File: src/rtl/grant_dec_pkg.sv
// rtl/grant_dec_pkg.sv - shared types and constants for the one-hot grant decoder
//
// Purpose: state encoding, line/code/counter widths and the code-to-one-hot
//          helper shared by onehot_grant_decoder and grant_hold_timer.
// Ports:   none (package).

package grant_dec_pkg;

   localparam int N_LINES = 8;
   localparam int CODE_W  = 3;
   localparam int HOLD_W  = 8;
   localparam int DROP_W  = 8;

   localparam logic [DROP_W-1:0] DROP_MAX = {DROP_W{1'b1}};

   typedef enum logic [1:0] {
      IDLE     = 2'd0,
      DRIVE    = 2'd1,
      WAIT_ACK = 2'd2
   } state_t;

   function automatic logic [N_LINES-1:0] code_to_onehot(input logic [CODE_W-1:0] code);
      logic [N_LINES-1:0] oh;
      oh       = '0;
      oh[code] = 1'b1;
      return oh;
   endfunction

endpackage

File: src/rtl/grant_hold_timer.sv
// rtl/grant_hold_timer.sv - loadable down-counter enforcing the minimum grant hold time
//
// Purpose: counts the remaining hold cycles of an active grant.
// Ports:
//   clk       in   rising-edge clock
//   rst_n     in   asynchronous active-low reset
//   load      in   load load_val (has priority over decrement)
//   load_val  in   value loaded on load
//   dec_en    in   decrement by one; the counter stops at zero
//   hold_cnt  out  current count
//   zero      out  hold_cnt == 0

module grant_hold_timer
   import grant_dec_pkg::*;
(
   input  logic              clk,
   input  logic              rst_n,
   input  logic              load,
   input  logic [HOLD_W-1:0] load_val,
   input  logic              dec_en,
   output logic [HOLD_W-1:0] hold_cnt,
   output logic              zero
);

   always_ff @(posedge clk or negedge rst_n) begin
      if (!rst_n) begin
         hold_cnt <= '0;
      end else if (load) begin
         hold_cnt <= load_val;
      end else if (dec_en && (hold_cnt != '0)) begin
         hold_cnt <= hold_cnt - 1'b1;
      end
   end

   assign zero = (hold_cnt == '0);

endmodule

File: src/rtl/onehot_grant_decoder.sv
// rtl/onehot_grant_decoder.sv - handshaken 3-to-8 decoder driving a held, acknowledged one-hot grant
//
// Purpose: accepts an encoded winner index over valid/ready and drives the
//          matching one-hot grant line for at least HOLD_CYCLES cycles and
//          until acknowledged. Codes taken while disabled, and grants aborted
//          by en falling, are counted in a saturating drop counter.
// Ports:
//   clk       in   rising-edge clock
//   rst_n     in   asynchronous active-low reset
//   en        in   block enable
//   in_valid  in   code is valid
//   in_ready  out  code can be accepted this cycle (combinational)
//   code      in   encoded index 0..7
//   y         out  registered one-hot grant, zero when idle
//   y_valid   out  grant active
//   y_ack     in   downstream acknowledge
//   drop_cnt  out  saturating count of discarded/aborted codes

module onehot_grant_decoder
   import grant_dec_pkg::*;
#(
   parameter int HOLD_CYCLES = 4
) (
   input  logic               clk,
   input  logic               rst_n,
   input  logic               en,
   input  logic               in_valid,
   output logic               in_ready,
   input  logic [CODE_W-1:0]  code,
   output logic [N_LINES-1:0] y,
   output logic               y_valid,
   input  logic               y_ack,
   output logic [DROP_W-1:0]  drop_cnt
);

   localparam logic [HOLD_W-1:0] HOLD_RELOAD = HOLD_W'(HOLD_CYCLES - 1);

   state_t             state_q, state_d;
   logic [N_LINES-1:0] y_d;
   logic               y_valid_d;
   logic               drop_inc;
   logic               timer_load;
   logic               timer_dec;
   logic [HOLD_W-1:0]  hold_cnt;
   logic               hold_zero;
   logic               completion;
   logic               accept;

   grant_hold_timer u_hold_timer (
      .clk      (clk),
      .rst_n    (rst_n),
      .load     (timer_load),
      .load_val (HOLD_RELOAD),
      .dec_en   (timer_dec),
      .hold_cnt (hold_cnt),
      .zero     (hold_zero)
   );

   // Completion requires en: a disable in DRIVE/WAIT_ACK is an abort, and an
   // abort must win over a same-cycle acknowledge.
   assign completion = en && y_ack &&
                       ((state_q == WAIT_ACK) || ((state_q == DRIVE) && hold_zero));
   assign in_ready   = (state_q == IDLE) || completion;
   assign accept     = in_valid && in_ready;

   always_comb begin
      state_d    = state_q;
      y_d        = y;
      y_valid_d  = y_valid;
      drop_inc   = 1'b0;
      timer_load = 1'b0;
      timer_dec  = 1'b0;

      case (state_q)
         IDLE: begin
            if (accept) begin
               if (en) begin
                  y_d        = code_to_onehot(code);
                  y_valid_d  = 1'b1;
                  timer_load = 1'b1;
                  state_d    = DRIVE;
               end else begin
                  drop_inc = 1'b1;
               end
            end
         end

         DRIVE, WAIT_ACK: begin
            if (!en) begin
               y_d       = '0;
               y_valid_d = 1'b0;
               drop_inc  = 1'b1;
               state_d   = IDLE;
            end else if (completion) begin
               // Back-to-back: a code accepted on the completing cycle is
               // loaded straight over the old grant, so y_valid never drops.
               if (accept) begin
                  y_d        = code_to_onehot(code);
                  y_valid_d  = 1'b1;
                  timer_load = 1'b1;
                  state_d    = DRIVE;
               end else begin
                  y_d       = '0;
                  y_valid_d = 1'b0;
                  state_d   = IDLE;
               end
            end else if (state_q == DRIVE) begin
               // Early acks are simply not acted upon; nothing latches them.
               timer_dec = (hold_cnt != '0);
               if (hold_zero) begin
                  state_d = WAIT_ACK;
               end
            end
         end

         default: begin
            y_d       = '0;
            y_valid_d = 1'b0;
            state_d   = IDLE;
         end
      endcase
   end

   always_ff @(posedge clk or negedge rst_n) begin
      if (!rst_n) begin
         state_q <= IDLE;
         y       <= '0;
         y_valid <= 1'b0;
      end else begin
         state_q <= state_d;
         y       <= y_d;
         y_valid <= y_valid_d;
      end
   end

   always_ff @(posedge clk or negedge rst_n) begin
      if (!rst_n) begin
         drop_cnt <= '0;
      end else if (drop_inc && (drop_cnt != DROP_MAX)) begin
         drop_cnt <= drop_cnt + 1'b1;
      end
   end

endmodule

File: config.mk
export PLATFORM = sky130hd
export DESIGN_NAME = onehot_grant_decoder
export DESIGN_NICKNAME = d
export VERILOG_FILES = /design/src/rtl/grant_dec_pkg.sv /design/src/rtl/grant_hold_timer.sv /design/src/rtl/onehot_grant_decoder.sv
export SDC_FILE = /design/constraint.sdc
export NUM_CORES = 1
export LEC_CHECK = 0
export CAP_MARGIN = 20
export CORE_MARGIN = 4
export CORE_UTILIZATION = 48
export CTS_CLUSTER_DIAMETER = 200
export DETAILED_ROUTE_END_ITERATION = 7
export PLACE_DENSITY_LB_ADDON = 0.2
export SLEW_MARGIN = 20
export SYNTH_ARGS = -nofsm -noshare
export SYNTH_HDL_FRONTEND = slang
export SYNTH_HIERARCHICAL = 1
export SYNTH_SLANG_ARGS = --single-unit
File: constraint.sdc
create_clock -name clk -period 3 [get_ports clk]
set_input_delay 0.6 -clock clk [delete_from_list [all_inputs] [get_ports clk]]
set_output_delay 0.6 -clock clk [all_outputs]
set_load 0.05 [all_outputs]
==> results.sh <==
export IMPL_dp_hpwl_mm=2.69
export IMPL_path_max_fanout=5
export IMPL_post_route_period_util_pct=95.2
export IMPL_crit_path_end_kind="output pin"
export IMPL_cts_buffer_depth=2
export IMPL_cap_violations=0
export IMPL_hold_start="drop_cnt[5]$_DFFE_PN0P_"
export IMPL_die_x_microns=65.9
export IMPL_ctsHoldBuffers=0
export IMPL_yosysSeqAreaShare_pct=42.0
export IMPL_nets=218
export IMPL_grt_met2_usage_pct=29.7
export IMPL_final_cells=246
export IMPL_use_met1_pct=24.2
export IMPL_worst_pin_slew_ps=661
export IMPL_ios=26
export IMPL_yosys_warnings=6
export IMPL_clkSinkCount=27
export IMPL_synth_distinct_cells=51
export IMPL_fmax_mhz=350
export IMPL_start_util_pct=51.4
export IMPL_r2r_start="u_hold_timer/hold_cnt[1]$_DFFE_PN0P_"
export IMPL_p_per_area_nw_per_um2=949
export IMPL_rsz0062_at_grt="false"
export IMPL_drive_above_1_share_pct=12.4
export IMPL_cts_tree="done"
export IMPL_synth_seq_cells=27
export IMPL_critPathLaunchType="flop"
export IMPL_rows=20
export IMPL_overflow=0
export IMPL_wl_mm=3.63
export IMPL_post_route_util_pct=65.1
export IMPL_antenna_found_initial=0
export IMPL_grt_pass1_vias=1354
export IMPL_fillCellCount=253
export IMPL_finalMaxSlewViolations=0
export IMPL_num_antenna_cells=0
export IMPL_hold_ws_ps=499
export IMPL_grt_start_max_net_pins=28
export IMPL_via_per_inst=5.78
export IMPL_cp_startpoint="u_hold_timer/hold_cnt[1]$_DFFE_PN0P_"
export IMPL_gp_congestion=0.920
export IMPL_setup_viol=0
export IMPL_fin_setup_tns_ps=0
export IMPL_die_area_sq_um=4340
export IMPL_dp_cells=241
export IMPL_hold_viol=0
export IMPL_ir_drop_mv=0.700
export IMPL_cts_buffers=3
export IMPL_clk_pin_slew_ps=140
export IMPL_die_y_microns=65.9
export IMPL_wl_per_cell_microns=14.7
export IMPL_cp_arrival_ps=2260
export IMPL_cts_root_buf="clkbuf_4"
export IMPL_met3_usage_pct=3.40
export IMPL_power_total_uw=1930
export IMPL_coreArea_sq_um=3130
export IMPL_worstSetupPathType="reg -> out"
export IMPL_syn_area_per_cell_sq_um=9.92
export IMPL_synth_area_sq_um=1610
export IMPL_clk_latency_ps=320
export IMPL_p_leak_uw=0.000854
export IMPL_grt_first_pass_wirelength_mm=6.06
export IMPL_slew_headroom_pct=55.5
export IMPL_skew_ps=4.25
export IMPL_num_vias=1423
export IMPL_critPathRequiredTime_ps=2400
export IMPL_drtIter0Drc=57
export IMPL_syn_inst=162
export IMPL_portBuffers=25
export IMPL_drc=0
export IMPL_worstHoldPathType="reg -> reg"
export IMPL_top_usage_layer="met2"
export IMPL_area_growth_pct=26.6
export IMPL_finalCriticalPeriod_ps=2860
export IMPL_drtAntennaViolNets=0
export IMPL_status="finished clean"
export IMPL_h_tree_depth=1
export IMPL_grt_use_total_pct=18.1
export IMPL_firstDrtPassIters=4
## cell families (layout without fill, tap and decap cells)
kind of cell / Yosys count / after routing / share of synthesized area (%)
AO/OA/AOI/OAI: 44 / 44 / 22.5
XOR/XNOR: 4 / 4 / 2.18
adder cells (fa/ha/maj): 7 / 7 / 5.45
buffers and inverters: 9 / 43 / 2.18
flip-flops: 27 / 27 / 42.0
multiplexers: 3 / 3 / 2.10
other: 2 / 8 / 0.467
AND/OR/NAND/NOR: 66 / 66 / 23.1
## per-layer routing
layer,up-vias,part of all wire (%)
met5,-,0
met4,0,0.52
met3,2,6.8
met2,52,48
met1,679,45
li1,690,-
## layout make-up
type	count	area, sq um	share of cell area, %
multi-input cells	132	935	45.9
flip-flops and latches	27	676	33.2
repair buffers	33	320	15.7
well taps	44	55.1	2.70
clock buffers	3	22.5	1.11
inverters	6	22.5	1.11
clock inverters	1	5.00	0.246
## cell usage after synthesis (all sizes together)
cell | instances | area share [%]
nor4 | 1 | 0.39
nor2 | 10 | 2.3
ha | 7 | 5.4
nor2b | 6 | 2.3
or3 | 2 | 1.1
nand3b | 1 | 0.47
and3 | 2 | 0.78
nand2 | 14 | 3.3
nand3 | 9 | 2.8
nand4 | 2 | 0.78
o221ai | 1 | 0.54
inv | 5 | 1.2
xor2 | 4 | 2.2
a211o | 2 | 1.2
a32o | 2 | 1.2
or3b | 2 | 1.1
o2bb2ai | 5 | 2.7
a2111oi | 2 | 2.6
a2bb2oi | 2 | 1.1
a22o | 2 | 1.1
o211ai | 1 | 0.47
a31oi | 5 | 1.9
o311a | 1 | 0.62
mux2 | 3 | 2.1
dfrtp | 27 | 42
o211a | 1 | 0.62
buf | 1 | 0.31
nor3b | 5 | 2.3
a21oi | 7 | 2.4
o2111ai | 1 | 0.54
and4 | 1 | 0.54
o21ai | 5 | 1.8
a221o | 2 | 1.2
clkinv | 1 | 0.23
o31ai | 1 | 0.47
a211oi | 1 | 0.47
o21a | 1 | 0.47
conb | 2 | 0.47
and2 | 1 | 0.39
a21o | 2 | 0.93
clkbuf | 2 | 0.47
or4 | 5 | 2.3
nor4b | 1 | 0.93
nor3 | 4 | 1.2
## worst max-delay path, cell delays in order, from the launching register on
cell and delay [ps]:
dfrtp_1 450, inv_1 100, ha_2 200, or3b_4 410, nor2_4 120, a21o_1 170, and2_4 180, a21o_1 170
buf_12 140
## per-stage QoR
step           instance area, sq um  worst slack, ps
4_1_cts                        2030             26.1
3_3_place_gp                   1990              301
2_1_floorplan                  1630              200
3_5_place_dp                   1990              181
5_1_grt                        2040             44.7
6_report                       2040              144
## sequential cells by signal (all words and copies together), names as in the netlist
name	flops
drop_cnt	8
state_q	2
u_hold_timer/hold_cnt	8
y	8
y_valid	1
## report_power, final
part           internal [uW]  switching (uW)
clock                   50.0             105
sequential               485             133
combinational            466             692
total                   1000             930
## cell usage in the layout, fill, tap and decap left out, drive strengths merged, types with 6 or more instances in the layout
master | netlist | final
a21oi | 7 | 7
buf | 1 | 9
clkdlybuf4s50 | 0 | 24
conb | 2 | 8
dfrtp | 27 | 27
ha | 7 | 7
nand2 | 14 | 14
nand3 | 9 | 9
nor2 | 10 | 10
nor2b | 6 | 6
## final timing paths
| kind | endpoint | slack [ps] | cells after the start |
|---|---|---|---|
| worst max-delay path | in_ready | 140 | 8 |
| min in group asynchronous | drop_cnt[4]$_DFFE_PN0P_ | 630 | 2 |
| max in group asynchronous | u_hold_timer/hold_cnt[0]$_DFFE_PN0P_ | 2120 | 2 |
| worst min-delay path | drop_cnt[5]$_DFFE_PN0P_ | 500 | 1 |
| worst min register to register | drop_cnt[5]$_DFFE_PN0P_ | 500 | 1 |
| worst max register to register | u_hold_timer/hold_cnt[3]$_DFFE_PN0P_ | 220 | 10 |
## what timing repair did
action	CTS	global route
gates resized for setup	2	3
setup buffers	1	0
endpoints found under the setup margin	1	1
Note: power is estimated with default switching activity, not from simulation.
